`src/rtl/simd_dot_unit.sv`:
```
// simd_dot_unit: pipelined packed-SIMD dot product with optional
// signed accumulate and signed saturation of the final result.
module simd_dot_unit #(
    parameter int XLEN          = 32,
    parameter int LANE_W        = 8,
    parameter int TRANS_ID_BITS = 4,
    parameter int SAT_EN        = 1
) (
    input  logic                     clk_i,
    input  logic                     rst_i,
    input  logic                     valid_i,
    input  logic                     flush_i,
    input  logic [1:0]               sign_i,
    input  logic                     acc_i,
    input  logic                     sat_i,
    input  logic [XLEN-1:0]          operand_a_i,
    input  logic [XLEN-1:0]          operand_b_i,
    input  logic [XLEN-1:0]          operand_c_i,
    input  logic [TRANS_ID_BITS-1:0] trans_id_i,
    output logic [XLEN-1:0]          result_o,
    output logic                     valid_o,
    output logic                     ready_o,
    output logic [TRANS_ID_BITS-1:0] trans_id_o
);
    localparam int LANES  = XLEN / LANE_W;
    localparam int LEVELS = $clog2(LANES);
    localparam int PW     = 2 * LANE_W + 1;
    localparam int TW     = PW + LEVELS;
    localparam int FW     = ((XLEN > TW) ? XLEN : TW) + 1;
    localparam int NS     = LEVELS + 1;

    localparam logic signed [FW-1:0] SMAX =
        {{(FW-XLEN+1){1'b0}}, {(XLEN-1){1'b1}}};
    localparam logic signed [FW-1:0] SMIN =
        {{(FW-XLEN+1){1'b1}}, {(XLEN-1){1'b0}}};

    if (LANE_W != 8 && LANE_W != 16) begin : g_bad_lane_w
        $error("simd_dot_unit: LANE_W must be 8 or 16");
    end
    if ((XLEN % LANE_W) != 0 || LANES < 2 ||
        (LANES & (LANES - 1)) != 0) begin : g_bad_lanes
        $error("simd_dot_unit: XLEN/LANE_W must be a power of two >= 2");
    end

    // Index 0 is stage M, indices 1..LEVELS are the adder-tree levels.
    logic                     v_q   [NS];
    logic                     v_d   [NS];
    logic signed [TW-1:0]     sum_q [NS][LANES];
    logic signed [TW-1:0]     sum_d [NS][LANES];
    logic [XLEN-1:0]          c_q   [NS];
    logic [XLEN-1:0]          c_d   [NS];
    logic                     acc_q [NS];
    logic                     acc_d [NS];
    logic                     sat_q [NS];
    logic                     sat_d [NS];
    logic [TRANS_ID_BITS-1:0] id_q  [NS];
    logic [TRANS_ID_BITS-1:0] id_d  [NS];

    logic                     vf_q;
    logic                     vf_d;
    logic [XLEN-1:0]          res_q;
    logic [XLEN-1:0]          res_d;
    logic [TRANS_ID_BITS-1:0] idf_q;
    logic [TRANS_ID_BITS-1:0] idf_d;

    always_comb begin
        v_d[0]   = valid_i & ~flush_i;
        c_d[0]   = v_d[0] ? operand_c_i : '0;
        acc_d[0] = v_d[0] & acc_i;
        sat_d[0] = v_d[0] & sat_i;
        id_d[0]  = v_d[0] ? trans_id_i : '0;
        for (int s = 1; s < NS; s++) begin
            v_d[s]   = v_q[s-1] & ~flush_i;
            c_d[s]   = v_d[s] ? c_q[s-1] : '0;
            acc_d[s] = v_d[s] & acc_q[s-1];
            sat_d[s] = v_d[s] & sat_q[s-1];
            id_d[s]  = v_d[s] ? id_q[s-1] : '0;
        end
    end

    for (genvar i = 0; i < LANES; i++) begin : g_lane
        logic [LANE_W-1:0]    a_l;
        logic [LANE_W-1:0]    b_l;
        logic signed [PW-1:0] a_x;
        logic signed [PW-1:0] b_x;
        logic signed [PW-1:0] p;
        assign a_l = operand_a_i[i*LANE_W +: LANE_W];
        assign b_l = operand_b_i[i*LANE_W +: LANE_W];
        assign a_x = {{(PW-LANE_W){sign_i[1] & a_l[LANE_W-1]}}, a_l};
        assign b_x = {{(PW-LANE_W){sign_i[0] & b_l[LANE_W-1]}}, b_l};
        // The exact product always fits in PW signed bits.
        assign p   = a_x * b_x;
        assign sum_d[0][i] = v_d[0] ? TW'(p) : '0;
    end

    for (genvar l = 1; l < NS; l++) begin : g_lvl
        for (genvar j = 0; j < LANES; j++) begin : g_node
            if (j < (LANES >> l)) begin : g_add
                assign sum_d[l][j] = v_d[l] ?
                    sum_q[l-1][2*j] + sum_q[l-1][2*j+1] : '0;
            end else begin : g_pad
                assign sum_d[l][j] = '0;
            end
        end
    end

    logic signed [FW-1:0] tree_x;
    logic signed [FW-1:0] c_x;
    logic signed [FW-1:0] fsum;

    assign tree_x = FW'(sum_q[LEVELS][0]);
    assign c_x    = acc_q[LEVELS] ? FW'($signed(c_q[LEVELS])) : '0;
    assign fsum   = tree_x + c_x;

    always_comb begin
        vf_d  = v_q[LEVELS] & ~flush_i;
        idf_d = vf_d ? id_q[LEVELS] : '0;
        res_d = fsum[XLEN-1:0];
        if (SAT_EN != 0 && sat_q[LEVELS]) begin
            if (fsum > SMAX) begin
                res_d = SMAX[XLEN-1:0];
            end else if (fsum < SMIN) begin
                res_d = SMIN[XLEN-1:0];
            end
        end
        if (!vf_d) begin
            res_d = '0;
        end
    end

    always_ff @(posedge clk_i or negedge rst_i) begin
        if (!rst_i) begin
            for (int s = 0; s < NS; s++) begin
                v_q[s]   <= 1'b0;
                c_q[s]   <= '0;
                acc_q[s] <= 1'b0;
                sat_q[s] <= 1'b0;
                id_q[s]  <= '0;
                for (int j = 0; j < LANES; j++) begin
                    sum_q[s][j] <= '0;
                end
            end
            vf_q  <= 1'b0;
            res_q <= '0;
            idf_q <= '0;
        end else begin
            for (int s = 0; s < NS; s++) begin
                v_q[s]   <= v_d[s];
                c_q[s]   <= c_d[s];
                acc_q[s] <= acc_d[s];
                sat_q[s] <= sat_d[s];
                id_q[s]  <= id_d[s];
                for (int j = 0; j < LANES; j++) begin
                    sum_q[s][j] <= sum_d[s][j];
                end
            end
            vf_q  <= vf_d;
            res_q <= res_d;
            idf_q <= idf_d;
        end
    end

    assign valid_o    = vf_q;
    assign result_o   = res_q;
    assign trans_id_o = idf_q;
    assign ready_o    = 1'b1;

endmodule
```
`config.mk`:
```
export PLATFORM = sky130hd
export DESIGN_NAME = simd_dot_unit
export DESIGN_NICKNAME = d
export VERILOG_FILES = /design/src/rtl/simd_dot_unit.sv
export SDC_FILE = /design/constraint.sdc
export NUM_CORES = 1
export LEC_CHECK = 0
export CAP_MARGIN = 20
export CORE_MARGIN = 2
export CORE_UTILIZATION = 60
export CTS_BUF_LIST = sky130_fd_sc_hd__clkbuf_8
export CTS_CLUSTER_SIZE = 20
export DETAILED_ROUTE_END_ITERATION = 12
export PLACE_DENSITY = 0.78
export SLEW_MARGIN = 5
export SYNTH_ARGS = -nofsm -noshare
export SYNTH_HDL_FRONTEND = slang
export SYNTH_SLANG_ARGS = --single-unit
```
`constraint.sdc`:
```
create_clock -name clk_i -period 4.5 [get_ports clk_i]
set_input_delay 0.45 -clock clk_i [delete_from_list [all_inputs] [get_ports clk_i]]
set_output_delay 0.45 -clock clk_i [all_outputs]
set_load 0.05 [all_outputs]
```
==> results of run 1 <==
==> where the power goes <==
group          switching (mW)  internal [mW]  total, mW
logic                    4.01           3.94       7.96
clock network           0.985           1.33       2.31
registers               0.112           2.71       2.82
total                    5.11           7.98       13.1
==> registers in the layout, indices dropped and copies added (netlist names) <==
signal,count
sum_q,125
c_q,96
result_o,32
id_q,12
trans_id_o,4
acc_q,3
sat_q,3
v_q,3
valid_o,1
==> metal layers <==
layer  vias up  routed length [µm]  GRT usage  share of wire
met5         -                   0          0              0
met4         0                1910     0.0937          0.035
met3       112                2130     0.0295          0.039
met2       434               28000      0.477           0.52
met1      8813               22300      0.336           0.41
li1       8405                   -          -              -
==> worst max-delay path by stage <==
| stage | start | to | slack, ns | depth (start not counted) |
|---|---|---|---|---|
| 5_1_grt | operand_b_i[26] | sum_q[167] | -0.27 | 20 |
| 4_1_cts | sign_i[0] | sum_q[224] | -0.17 | 23 |
| 2_1_floorplan | sign_i[0] | sum_q[169] | -0.43 | 21 |
| 3_5_place_dp | sign_i[0] | sum_q[224] | -1.25 | 23 |
| 3_3_place_gp | sign_i[0] | sum_q[224] | -1.09 | 23 |
| 6_report | sign_i[0] | sum_q[226] | -0.11 | 22 |
==> cells in the mapped netlist (all sizes together) (10+ instances only) <==
cell	count
a21boi	11
a21o	39
a21oi	67
and2	314
and3	20
clkbuf	69
dfrtp	279
fa	272
ha	224
inv	384
nand2	196
nand2b	11
nand3	15
nor2	154
nor2b	18
nor3	48
o21a	17
o21ai	78
o21bai	13
o41ai	11
or2	10
xnor2	75
xor2	45
==> worst max-delay path, cell delays in order <==
cell     delay [ns]
buf_12         0.11
buf_8          0.11
nand2_8        0.04
or2_4          0.25
fa_1           0.47
fa_1           0.51
inv_2          0.04
fa_1           0.46
fa_1           0.49
inv_1          0.06
fa_1           0.51
inv_2          0.05
ha_4           0.26
inv_4          0.06
o21ai_2        0.05
a21oi_2        0.17
o21ai_2        0.07
a21oi_2        0.19
o22ai_2        0.12
o41ai_2        0.32
xnor2_1        0.15
nor2_1         0.06
==> placed cells by master, fill, tap and decap left out, types with 7 or more instances in the layout <==
cell type / instances
o21a_1: 17
a21oi_1: 53
fa_2: 16
a31oi_1: 8
buf_4: 244
xor2_1: 43
clkbuf_8: 51
a21boi_2: 10
ha_1: 204
clkdlybuf4s50_1: 77
and2_1: 300
o21ai_2: 25
dfrtp_1: 279
inv_1: 376
nor2b_1: 14
buf_6: 15
nand3_1: 14
nand2_1: 183
ha_4: 16
a211oi_1: 8
and2_4: 14
o21bai_1: 13
and3_1: 20
clkinv_2: 8
fa_1: 256
o21ai_0: 46
inv_2: 15
clkbuf_2: 25
a21o_1: 39
nand2b_1: 10
nand2_2: 9
nor2_1: 152
a21oi_2: 13
nor3_2: 7
buf_2: 18
xnor2_1: 75
nor3_1: 41
==> final cells by class <==
type                            count  area (µm²)  area share
Antenna cell                        1        2.50   0.0000848
Clock buffer                       51         702      0.0238
Clock inverter                     28         267     0.00903
Inverter                          384        1450      0.0491
Multi-Input combinational cell   1706       16100       0.544
Sequential cell                   279        6980       0.237
Tap cell                          525         657      0.0223
Timing Repair Buffer              410        3400       0.115
==> logic make-up after synthesis <==
logic type	Yosys count	synth area share
and+or+nand+nor	806	0.171
adders and majority gates	496	0.343
buffers and inverters	461	0.0736
AOI/OAI and AO/OA	279	0.0771
DFF	279	0.290
xor gates and xnor gates	120	0.0437
muxes	4	0.00187
other	1	0.000156
==> metrics by stage <==
stage | util | cells
after floorplan | - | 2446
after CTS | 0.738 | 3368
after detailed placement | 0.700 | 3248
after global routing | 0.744 | 3384
after global placement | 0.699 | 3247
final | 0.744 | 3384
==> timing repair <==
action	CTS	global route
endpoints found under the setup margin	26	25
resized for setup	184	191
endpoints found under the hold margin	51	0
buffers inserted	41	20
cloned	1	0
pin swaps	78	82
hold buffers	1	0
==> metrics.md, run 1 <==
| Metric | Value |
|---|---|
| Core ar. | 39,600 µm² |
| Final setup fails | 8 |
| DR iter-0 viols | 889 |
| # rows | 73 |
| Sum of negative setup slack | -0.487 ns |
| Skew-Pair Late Insertion Delay | 0.56 ns |
| Hold-critical path endpoint | sum_q[190] |
| Vias in the first global route | 18,900 |
| Register area share after synthesis | 0.290 |
| Synth top area share | 0.290 |
| Post-Layout Inst Area | 29,500 µm² |
| Main synth FF type | dfrtp_1 |
| Fin. max-slew vios | 0 |
| VDD IR max | 317 µV |
| Share of layout cells above drive strength 1 | 0.199 |
| P_leak | 15.5 nW |
| Clk slew on worst S/H paths | 0.06 ns |
| Worst Hold Class | primary input to flip-flop |
| Port Buf Inserts | 144 |
| Final Wtd Congestion | 0.891 |
| Die area | 41,700 µm² |
| DR pass1 iterations | 5 |
| Via density | 5.25 |
| Io pins | 146 |
| Crit Path Category | primary input to flip-flop |
| #FFs+latches synth | 279 |
| First-pass GRT wire length | 89.5 mm |
| Crit path time final | 4.61 ns |
| H-tree depth | 2 |
| GR Util All Layers | 0.267 |
| Post-route ant nets | 0 |
| Largest net degree at the start of global routing | 118 |
| Fmax | 0.217 GHz |
| Filler cell count in the final layout | 2,692 |
| Die width | 204 µm |
| Final Hold Viols | 0 |
| Violated checks | negative setup slack |
| Crit. End Element | flip-flop |
| Die Y | 204 µm |
| Slew headroom | 0.395 |
| R2r worst-path depth | 14 |
| Crit share post-route | 1.02 |
| Mapped Area | 24,100 µm² |
| Area contributors post-synth | dfrtp_1, fa_1, ha_1 |
| Max-cap viol count | 0 |
| Initial Utilization | 0.607 |
| Reg2reg end | result_o[3] |
| WP data arrival | 5.01 ns |
| CP max FO | 4 |
| Min Hold Slack | 0.347 ns |
| Grt ovf | 0 |
| Layout area overhead | 22.6% |
| R2R Setup Slk | 0.68 ns |
| Cts bufs inserted | 43 |
| Skew final | 0.0215 ns |
| Hpwl dp | 42.3 mm |
| Ys async rst share | 1.00 |
| Initial antenna violation count | 1 |
| RSZ-0062 raised after global routing | yes |
| Power Dens Cells | 444 nW/µm² |
| RR Startpoint | acc_q[0] |
| Synth area leader | dfrtp_1 |
| Dpl cell area | 27,700 µm² |
| Outcome | complete, but fails checks |
| Hold depth | 3 |
| Routed WL | 54.4 mm |
| Yosys cell types | 65 |
| Vias | 17,800 |
| Syn avg cell area | 9.84 µm² |
| CTS Buffer Depth | 3 |
| Slew at the pin with the worst max-slew slack | 0.908 ns |
| # nets final | 3,428 |
| Crit path launch type | primary input |
| Setup WS pre-CTS | -1.25 ns |
| Synth Warn # | 0 |
| Total power | 13.1 mW |
| PnR worst setup slack | -0.110 ns |
| WL/cell | 16.1 µm |
| Hold path start | operand_b_i[8] |
| Root Driver | clkbuf_8 |
| Net count after synthesis | 3,050 |
| Cells after Synth | 2,446 |
| Worst EP required | 4.90 ns |
| CTS tree | yes |
| Clock sink total | 279 |
| Post-synth EDFFs | 0 |
| Number of remaining DRC errors | 0 |
Power figures use the tool's default switching activity.
==> run 2, diff against run 1 <==
--- a/config.mk
+++ b/config.mk
@@ -7,11 +7,12 @@
 export LEC_CHECK = 0
 export CAP_MARGIN = 20
 export CORE_MARGIN = 2
-export CORE_UTILIZATION = 60
+export CORE_UTILIZATION = 40
 export CTS_BUF_LIST = sky130_fd_sc_hd__clkbuf_8
 export CTS_CLUSTER_SIZE = 20
 export DETAILED_ROUTE_END_ITERATION = 12
-export PLACE_DENSITY = 0.78
+export HOLD_SLACK_MARGIN = 0.06
+export PLACE_DENSITY = 0.55
 export SLEW_MARGIN = 5
 export SYNTH_ARGS = -nofsm -noshare
 export SYNTH_HDL_FRONTEND = slang
==> constraint.sdc (replaced) <==
create_clock -name clk_i -period 4.3 [get_ports clk_i]
set_input_delay 0.43 -clock clk_i [delete_from_list [all_inputs] [get_ports clk_i]]
set_output_delay 0.43 -clock clk_i [all_outputs]
set_load 0.05 [all_outputs]
==> metrics.md, run 2 (synthesis gave the netlist of run 1 again) <==
| Metric | Value |
|---|---|
| Cells along the critical path | buf_6 > buf_12 > buf_8 > nand2_8 > or2_4 > fa_1 > fa_1 > inv_2 > fa_1 > fa_1 > inv_2 > fa_1 > inv_2 > ha_4 > inv_4 > o21ai_4 > a21oi_2 > o21ai_2 > a21oi_2 > o22ai_2 > o41ai_2 > xnor2_1 > nor2_1 |
| Hpwl dp | 44.6 mm (+5.6%) |
| Violated checks | negative setup slack |
| CP peak stage delay | 0.53 ns (+0.02 ns) |
| Power Dens Cells | 462 nW/µm² (+4.2%) |
| Outcome | complete, but fails checks |
| M3 GR Usage | 0.0206 (-0.00891) |
| Max-cap viol count | 0 (unchanged) |
| Reg2reg end | result_o[17] |
| Root Driver | clkbuf_8 |
| Die width | 249 µm (+22%) |
| Io pins | 146 (unchanged) |
| Fin util | 0.506 (-0.238) |
| WP data arrival | 5.00 ns (about the same) |
| GRT Max-Usage Layer | met2 |
| Crit path time final | 4.56 ns |
| GR Util All Layers | 0.184 (-0.0832) |
| Die area | 62,200 µm² (+49%) |
| Post-route ant nets | 0 (unchanged) |
| Crit-path leading delay family | adder cells |
| DR pass1 iterations | 5 (unchanged) |
| Clk slew on worst S/H paths | 0.07 ns (about the same) |
| Skew-Pair Late Insertion Delay | 0.58 ns (+0.02 ns) |
| WL/cell | 15.2 µm (-5.6%) |
| Worst Path Buf+Inv | 7 (+1) |
| Post-Layout Inst Area | 30,000 µm² (+1.6%) |
| Slowest cell on the critical path | fa_1 |
| Clock sink total | 279 (unchanged) |
| Hold path start | operand_b_i[16] |
| Final Hold Viols | 0 (unchanged) |
| VDD IR max | 265 µV (-17%) |
| Vias | 17,300 (-2.8%) |
| RSZ-0062 raised after global routing | yes |
| Routed WL | 55.1 mm (+1.4%) |
| PnR worst setup slack | -0.262 ns (-0.152 ns) |
| CP max FO | 5 (+1) |
| # nets final | 3,433 (+0.15%) |
| Skew final | 0.0244 ns (+0.00292 ns) |
| Dpl cell area | 28,200 µm² (+1.7%) |
| Biggest register | sum_q |
| Vias in the first global route | 18,800 (-0.71%) |
| Port Buf Inserts | 144 (unchanged) |
| Cts bufs inserted | 47 (+9.3%) |
| GRT met2 Usage | 0.321 (-0.156) |
| Largest net degree at the start of global routing | 131 (+11%) |
| Initial Utilization | 0.406 (-0.201) |
| Crit. End Element | flip-flop |
| Commonest non-fill, non-tap cell in the layout | inv_1 |
| Die Y | 249 µm (+22%) |
| Most common cell type on the critical path | fa_1 |
| R2R Setup Slk | 0.42 ns (-0.26 ns) |
| Slew headroom | 0.362 (-0.0324) |
| Grt ovf | 0 (unchanged) |
| R2r worst-path depth | 14 (unchanged) |
| Core ar. | 59,200 µm² (+49%) |
| P_leak | 15.5 nW (+0.41%) |
| Fmax | 0.219 GHz |
| Total power | 13.9 mW (+5.8%) |
| Worst EP required | 4.74 ns (-0.16 ns) |
| Crit share post-route | 1.06 |
| H-tree depth | 2 (unchanged) |
| Share of layout cells above drive strength 1 | 0.194 (-0.00510) |
| Crit Path Category | primary input to flip-flop |
| Layout area overhead | 24.5% |
| Final Wtd Congestion | 0.880 (-1.2%) |
| CTS Buffer Depth | 3 (unchanged) |
| # rows | 89 (+22%) |
| Worst Hold Class | primary input to flip-flop |
| Largest register FFs | 125 (unchanged) |
| Met1 Use GR | 0.242 (-0.0937) |
| Hold depth | 3 (unchanged) |
| RR Startpoint | acc_q[0] |
| DR iter-0 viols | 705 (-21%) |
| CTS tree | yes |
| Via density | 4.75 (-9.5%) |
| Crit path launch type | primary input |
| Number of remaining DRC errors | 0 (unchanged) |
| Setup WS pre-CTS | -1.36 ns (-0.104 ns) |
| Initial antenna violation count | 1 (unchanged) |
| Filler cell count in the final layout | 5,459 (+100%) |
| Most frequent cells in the layout | inv_1, and2_1, dfrtp_1 |
| Final setup fails | 18 (+10) |
| Slew at the pin with the worst max-slew slack | 0.956 ns (+0.0486 ns) |
| First-pass GRT wire length | 93.6 mm (+4.6%) |
| Fin. max-slew vios | 0 (unchanged) |
| Hold-critical path endpoint | sum_q[171] |
-- run 2: routing by layer --
| metal | part of all wire | wire (µm) |
|---|---|---|
| met1 | 0.45 | 24800 |
| met5 | 0 | 0 |
| met3 | 0.030 | 1670 |
| met4 | 0.023 | 1260 |
| met2 | 0.50 | 27400 |
-- run 2: final cells by class --
cell class,instances,area [µm²],area share
multi-input cells,1706,16000,0.534
diodes,1,2.50,0.0000835
repair buffers,411,3440,0.115
inverters,384,1450,0.0483
well taps,773,967,0.0323
flip-flops and latches,279,6980,0.233
clock inverters,26,364,0.0121
clock buffers,55,757,0.0253
-- run 2: worst max path at each step --
stage              start    endpoint  slack, ns  cells after the start
2_1_floorplan  sign_i[0]  sum_q[169]      -0.61                     21
3_5_place_dp   sign_i[0]  sum_q[167]      -1.36                     22
4_1_cts        sign_i[0]  sum_q[224]      -0.31                     23
5_1_grt        sign_i[0]  sum_q[226]      -0.47                     23
3_3_place_gp   sign_i[0]  sum_q[224]      -1.30                     23
6_report       sign_i[0]  sum_q[226]      -0.26                     23
-- run 2: worst register-to-register path, cell delays in order (launching register included) --
cell	delay, ns
dfrtp_1	0.48
and2_1	0.19
ha_1	0.23
fa_1	0.46
a211oi_1	0.35
o211ai_1	0.20
a31oi_1	0.29
a21oi_1	0.15
o2111ai_1	0.31
a211o_1	0.19
a31oi_1	0.07
mux2_4	0.31
nand3_2	0.23
buf_12	0.19
o21ai_0	0.11
-- run 2: where the power goes --
part           leakage [nW]  switching, mW  internal, mW  total (mW)
Sequential             3.84          0.127          2.83        2.96
Clock                 0.586           1.09          1.71        2.81
Combinational          11.1           3.95          4.13        8.09
Total                  15.5           5.17          8.68        13.9
-- run 2: what timing repair did --
item	in CTS	in global routing
pin swaps	109	67
setup buffers	36	9
hold buffers	1	0
cloned	0	0
gates resized for setup	213	80
endpoints found under the hold margin	128	0
endpoints found under the setup margin	32	27
-- run 2: metrics by stage --
stage	std cells	hold slack, ns	TNS [ns]
3_3_place_gp	3515	0.432	-35.16
2_1_floorplan	2446	0.134	-8.09
4_1_cts	3631	0.350	-2.79
3_5_place_dp	3515	0.434	-37.26
5_1_grt	3635	0.327	-6.20
6_report	3635	0.354	-2.93
==> run 3, diff against run 2 <==
--- a/config.mk
+++ b/config.mk
@@ -7,12 +7,12 @@
 export LEC_CHECK = 0
 export CAP_MARGIN = 20
 export CORE_MARGIN = 2
-export CORE_UTILIZATION = 40
+export CORE_UTILIZATION = 35
 export CTS_BUF_LIST = sky130_fd_sc_hd__clkbuf_8
 export CTS_CLUSTER_SIZE = 20
 export DETAILED_ROUTE_END_ITERATION = 12
 export HOLD_SLACK_MARGIN = 0.06
-export PLACE_DENSITY = 0.55
+export PLACE_DENSITY = 0.5
 export SLEW_MARGIN = 5
 export SYNTH_ARGS = -nofsm -noshare
 export SYNTH_HDL_FRONTEND = slang
==> metrics.md, run 3 (synthesis gave the netlist of run 1 again) <==
| Metric | Value |
|---|---|
| CTS tree | yes |
| Crit. End Element | flip-flop |
| Final Wtd Congestion | 0.879 (about the same) |
| Final Hold Viols | 0 (unchanged) |
| Commonest non-fill, non-tap cell in the layout | inv_1 |
| Die area | 70,900 µm² (+14%) |
| Hold depth | 3 (unchanged) |
| CP peak stage delay | 0.51 ns (-0.02 ns) |
| # nets final | 3,436 (+0.087%) |
| VDD IR max | 286 µV (+8.0%) |
| RSZ-0062 raised after global routing | yes |
| Flop pwr share | 0.219 (+0.005) |
| Switch share | 0.387 (+0.0136) |
| Setup WS pre-CTS | -1.42 ns (-0.0627 ns) |
| Fmax | 0.220 GHz (+0.27%) |
| Via density | 4.59 (-3.4%) |
| Largest register FFs | 125 (unchanged) |
| Post-Place Cells | 3,619 (+3.0%) |
| Io pins | 146 (unchanged) |
| Root Driver | clkbuf_8 |
| Fin. max-slew vios | 0 (unchanged) |
| Slew at the pin with the worst max-slew slack | 0.887 ns (-0.0690 ns) |
| Port Buf Inserts | 144 (unchanged) |
| Vias in the first global route | 18,700 (-0.68%) |
| Clock sink total | 279 (unchanged) |
| Crit path time final | 4.55 ns (-0.0121 ns) |
| Post-route ant nets | 0 (unchanged) |
| Crit Path Category | primary input to flip-flop |
| Worst path depth | 23 (unchanged) |
| # rows | 96 (+7.9%) |
| Share of layout cells above drive strength 1 | 0.195 (+0.00141) |
| Most common cell type on the critical path | fa_1 |
| Biggest register | sum_q |
| Die Y | 266 µm (+6.8%) |
| Grt ovf | 0 (unchanged) |
| GRT Max-Usage Layer | met2 |
| Power Dens Cells | 453 nW/µm² (-2.0%) |
| GRT met2 Usage | 0.290 (-0.0314) |
| Cts bufs inserted | 49 (+4.3%) |
| Largest net degree at the start of global routing | 166 (+27%) |
| WP data arrival | 5.00 ns (about the same) |
| Max-cap viol count | 0 (unchanged) |
| Crit share post-route | 1.06 (-0.00281) |
| R2R Setup Slk | 0.50 ns (+0.08 ns) |
| Die width | 266 µm (+6.8%) |
| R2r worst-path depth | 14 (unchanged) |
| Violated checks | negative setup slack |
| Crit-path leading delay family | adder cells |
| PnR worst setup slack | -0.250 ns (+0.0121 ns) |
| Most frequent cells in the layout | inv_1, and2_1, dfrtp_1 |
| Slew headroom | 0.408 (+0.0452) |
| Number of remaining DRC errors | 0 (unchanged) |
| Clock power frac | 0.183 (-0.019) |
| Psw | 5.24 mW (+1.3%) |
| Sum of negative setup slack | -1.66 ns (+1.27 ns) |
| WL/cell | 15.0 µm (-1.1%) |
| Layout area overhead | 24.1% |
| Combinational Power Share | 0.598 (+0.014) |
| CP max FO | 3 (-2) |
| First-pass GRT wire length | 94.4 mm (+0.80%) |
| Hpwl dp | 45.2 mm (+1.3%) |
| P_int | 8.30 mW (-4.4%) |
| Initial antenna violation count | 3 (+2) |
| Core ar. | 68,300 µm² (+15%) |
| Routed WL | 56.3 mm (+2.2%) |
| Skew-Pair Late Insertion Delay | 0.62 ns (+0.04 ns) |
| DR iter-0 viols | 658 (-6.7%) |
| P_leak | 15.5 nW (-0.16%) |
| DR pass1 iterations | 5 (unchanged) |
| Min Hold Slack | 0.316 ns (-0.0375 ns) |
| Fin cells | 3,756 (+3.3%) |
| Worst EP required | 4.75 ns (about the same) |
| Worst Hold Class | primary input to flip-flop |
| CTS Buffer Depth | 3 (unchanged) |
| Final setup fails | 14 (-4) |
| Skew final | 0.0289 ns (+0.00452 ns) |
| H-tree depth | 2 (unchanged) |
| Crit path launch type | primary input |
| Outcome | complete, but fails checks |
| Met1 Use GR | 0.216 (-0.0266) |
| Initial Utilization | 0.352 (-0.0541) |
| Vias | 17,200 (-0.16%) |
| Total power | 13.5 mW (-2.2%) |
| GR Util All Layers | 0.165 (-0.0186) |
| Worst Path Buf+Inv | 7 (unchanged) |
| M3 GR Usage | 0.0157 (-0.00487) |
| Clk slew on worst S/H paths | 0.06 ns (about the same) |
| Slowest cell on the critical path | fa_1 |
| Cells along the critical path | buf_12 > buf_12 > buf_8 > nand2_8 > or2_4 > fa_1 > fa_1 > inv_1 > fa_1 > fa_1 > inv_1 > fa_1 > inv_2 > ha_4 > inv_2 > o21ai_2 > a21oi_2 > o21ai_2 > a21oi_2 > o22ai_2 > o41ai_2 > xnor2_1 > nor2_1 |
==> run 3: cell types whose count changed in the layout (fill, tap and decap cells not counted), sizes merged, moves of 5 or more <==
cell	before	now
clkbuf	72	77
buf	281	297
inv	391	396
clkdlybuf4s15	17	9
dlygate4sd2	17	7
bufinv	9	1
clkinv	7	17
==> run 3: final timing paths <==
path                           startpoint      endpoint
min reg2reg                       id_q[8]       id_q[4]
max in group asynchronous           rst_i    sum_q[204]
min                        operand_b_i[8]    sum_q[190]
min in group asynchronous           rst_i   result_o[6]
max reg2reg                      acc_q[0]  result_o[12]
max                             sign_i[0]    sum_q[226]
==> run 3: power by group through the flow <==
| stage | registers [mW] | logic, mW | clock network (mW) |
|---|---|---|---|
| floorplan | 2.92 | 4.78 | 0 |
| global route | 2.98 | 9.24 | 2.70 |
| global placement | 3.02 | 7.13 | 0 |
| detailed placement | 3.02 | 7.14 | 0 |
| finish | 2.96 | 8.10 | 2.47 |
| CTS | 2.97 | 7.72 | 2.57 |
==> run 3: layer usage <==
metal / part of all wire / wire, µm / up-vias
met3: 0.028 / 1570 / 75
met5: 0 / 0 / -
met4: 0.024 / 1360 / 0
met1: 0.45 / 25500 / 8506
met2: 0.50 / 27900 / 238
li1: - / - / 8426
==> run 3: area by class of cell <==
class	instances	area, µm²
repair buffers	412	3390
inverters	384	1450
clock buffers	58	798
flip-flops and latches	279	6980
fillers	6618	38500
multi-input cells	1706	16000
clock inverters	32	198
well taps	882	1100
diodes	3	7.51
==> run 3: worst reg2reg max path: stages (launching register included) <==
cell	delay, ns
dfrtp_1	0.39
buf_4	0.22
and2_1	0.20
fa_1	0.43
a211oi_1	0.32
o211ai_1	0.19
a31oi_1	0.35
a21oi_1	0.18
o2111ai_1	0.27
a211o_1	0.19
nand4_1	0.12
mux2i_1	0.15
a21o_1	0.13
buf_4	0.32
o21ai_0	0.21
==> run 3: stage by stage <==
stage	util	cell area, µm²
after global placement	0.414	28300
after CTS	0.436	29800
after detailed placement	0.414	28300
after floorplan	-	24400
after global routing	0.437	29900
final	0.437	29900
==> run 3: timing repair <==
action                                  4_1_cts  5_1_grt
pin swaps                                    86       72
resized for setup                           233      114
hold endpoints to repair                     66        0
hold buffers                                  1        0
setup buffers                                39       13
endpoints found under the setup margin       31       26
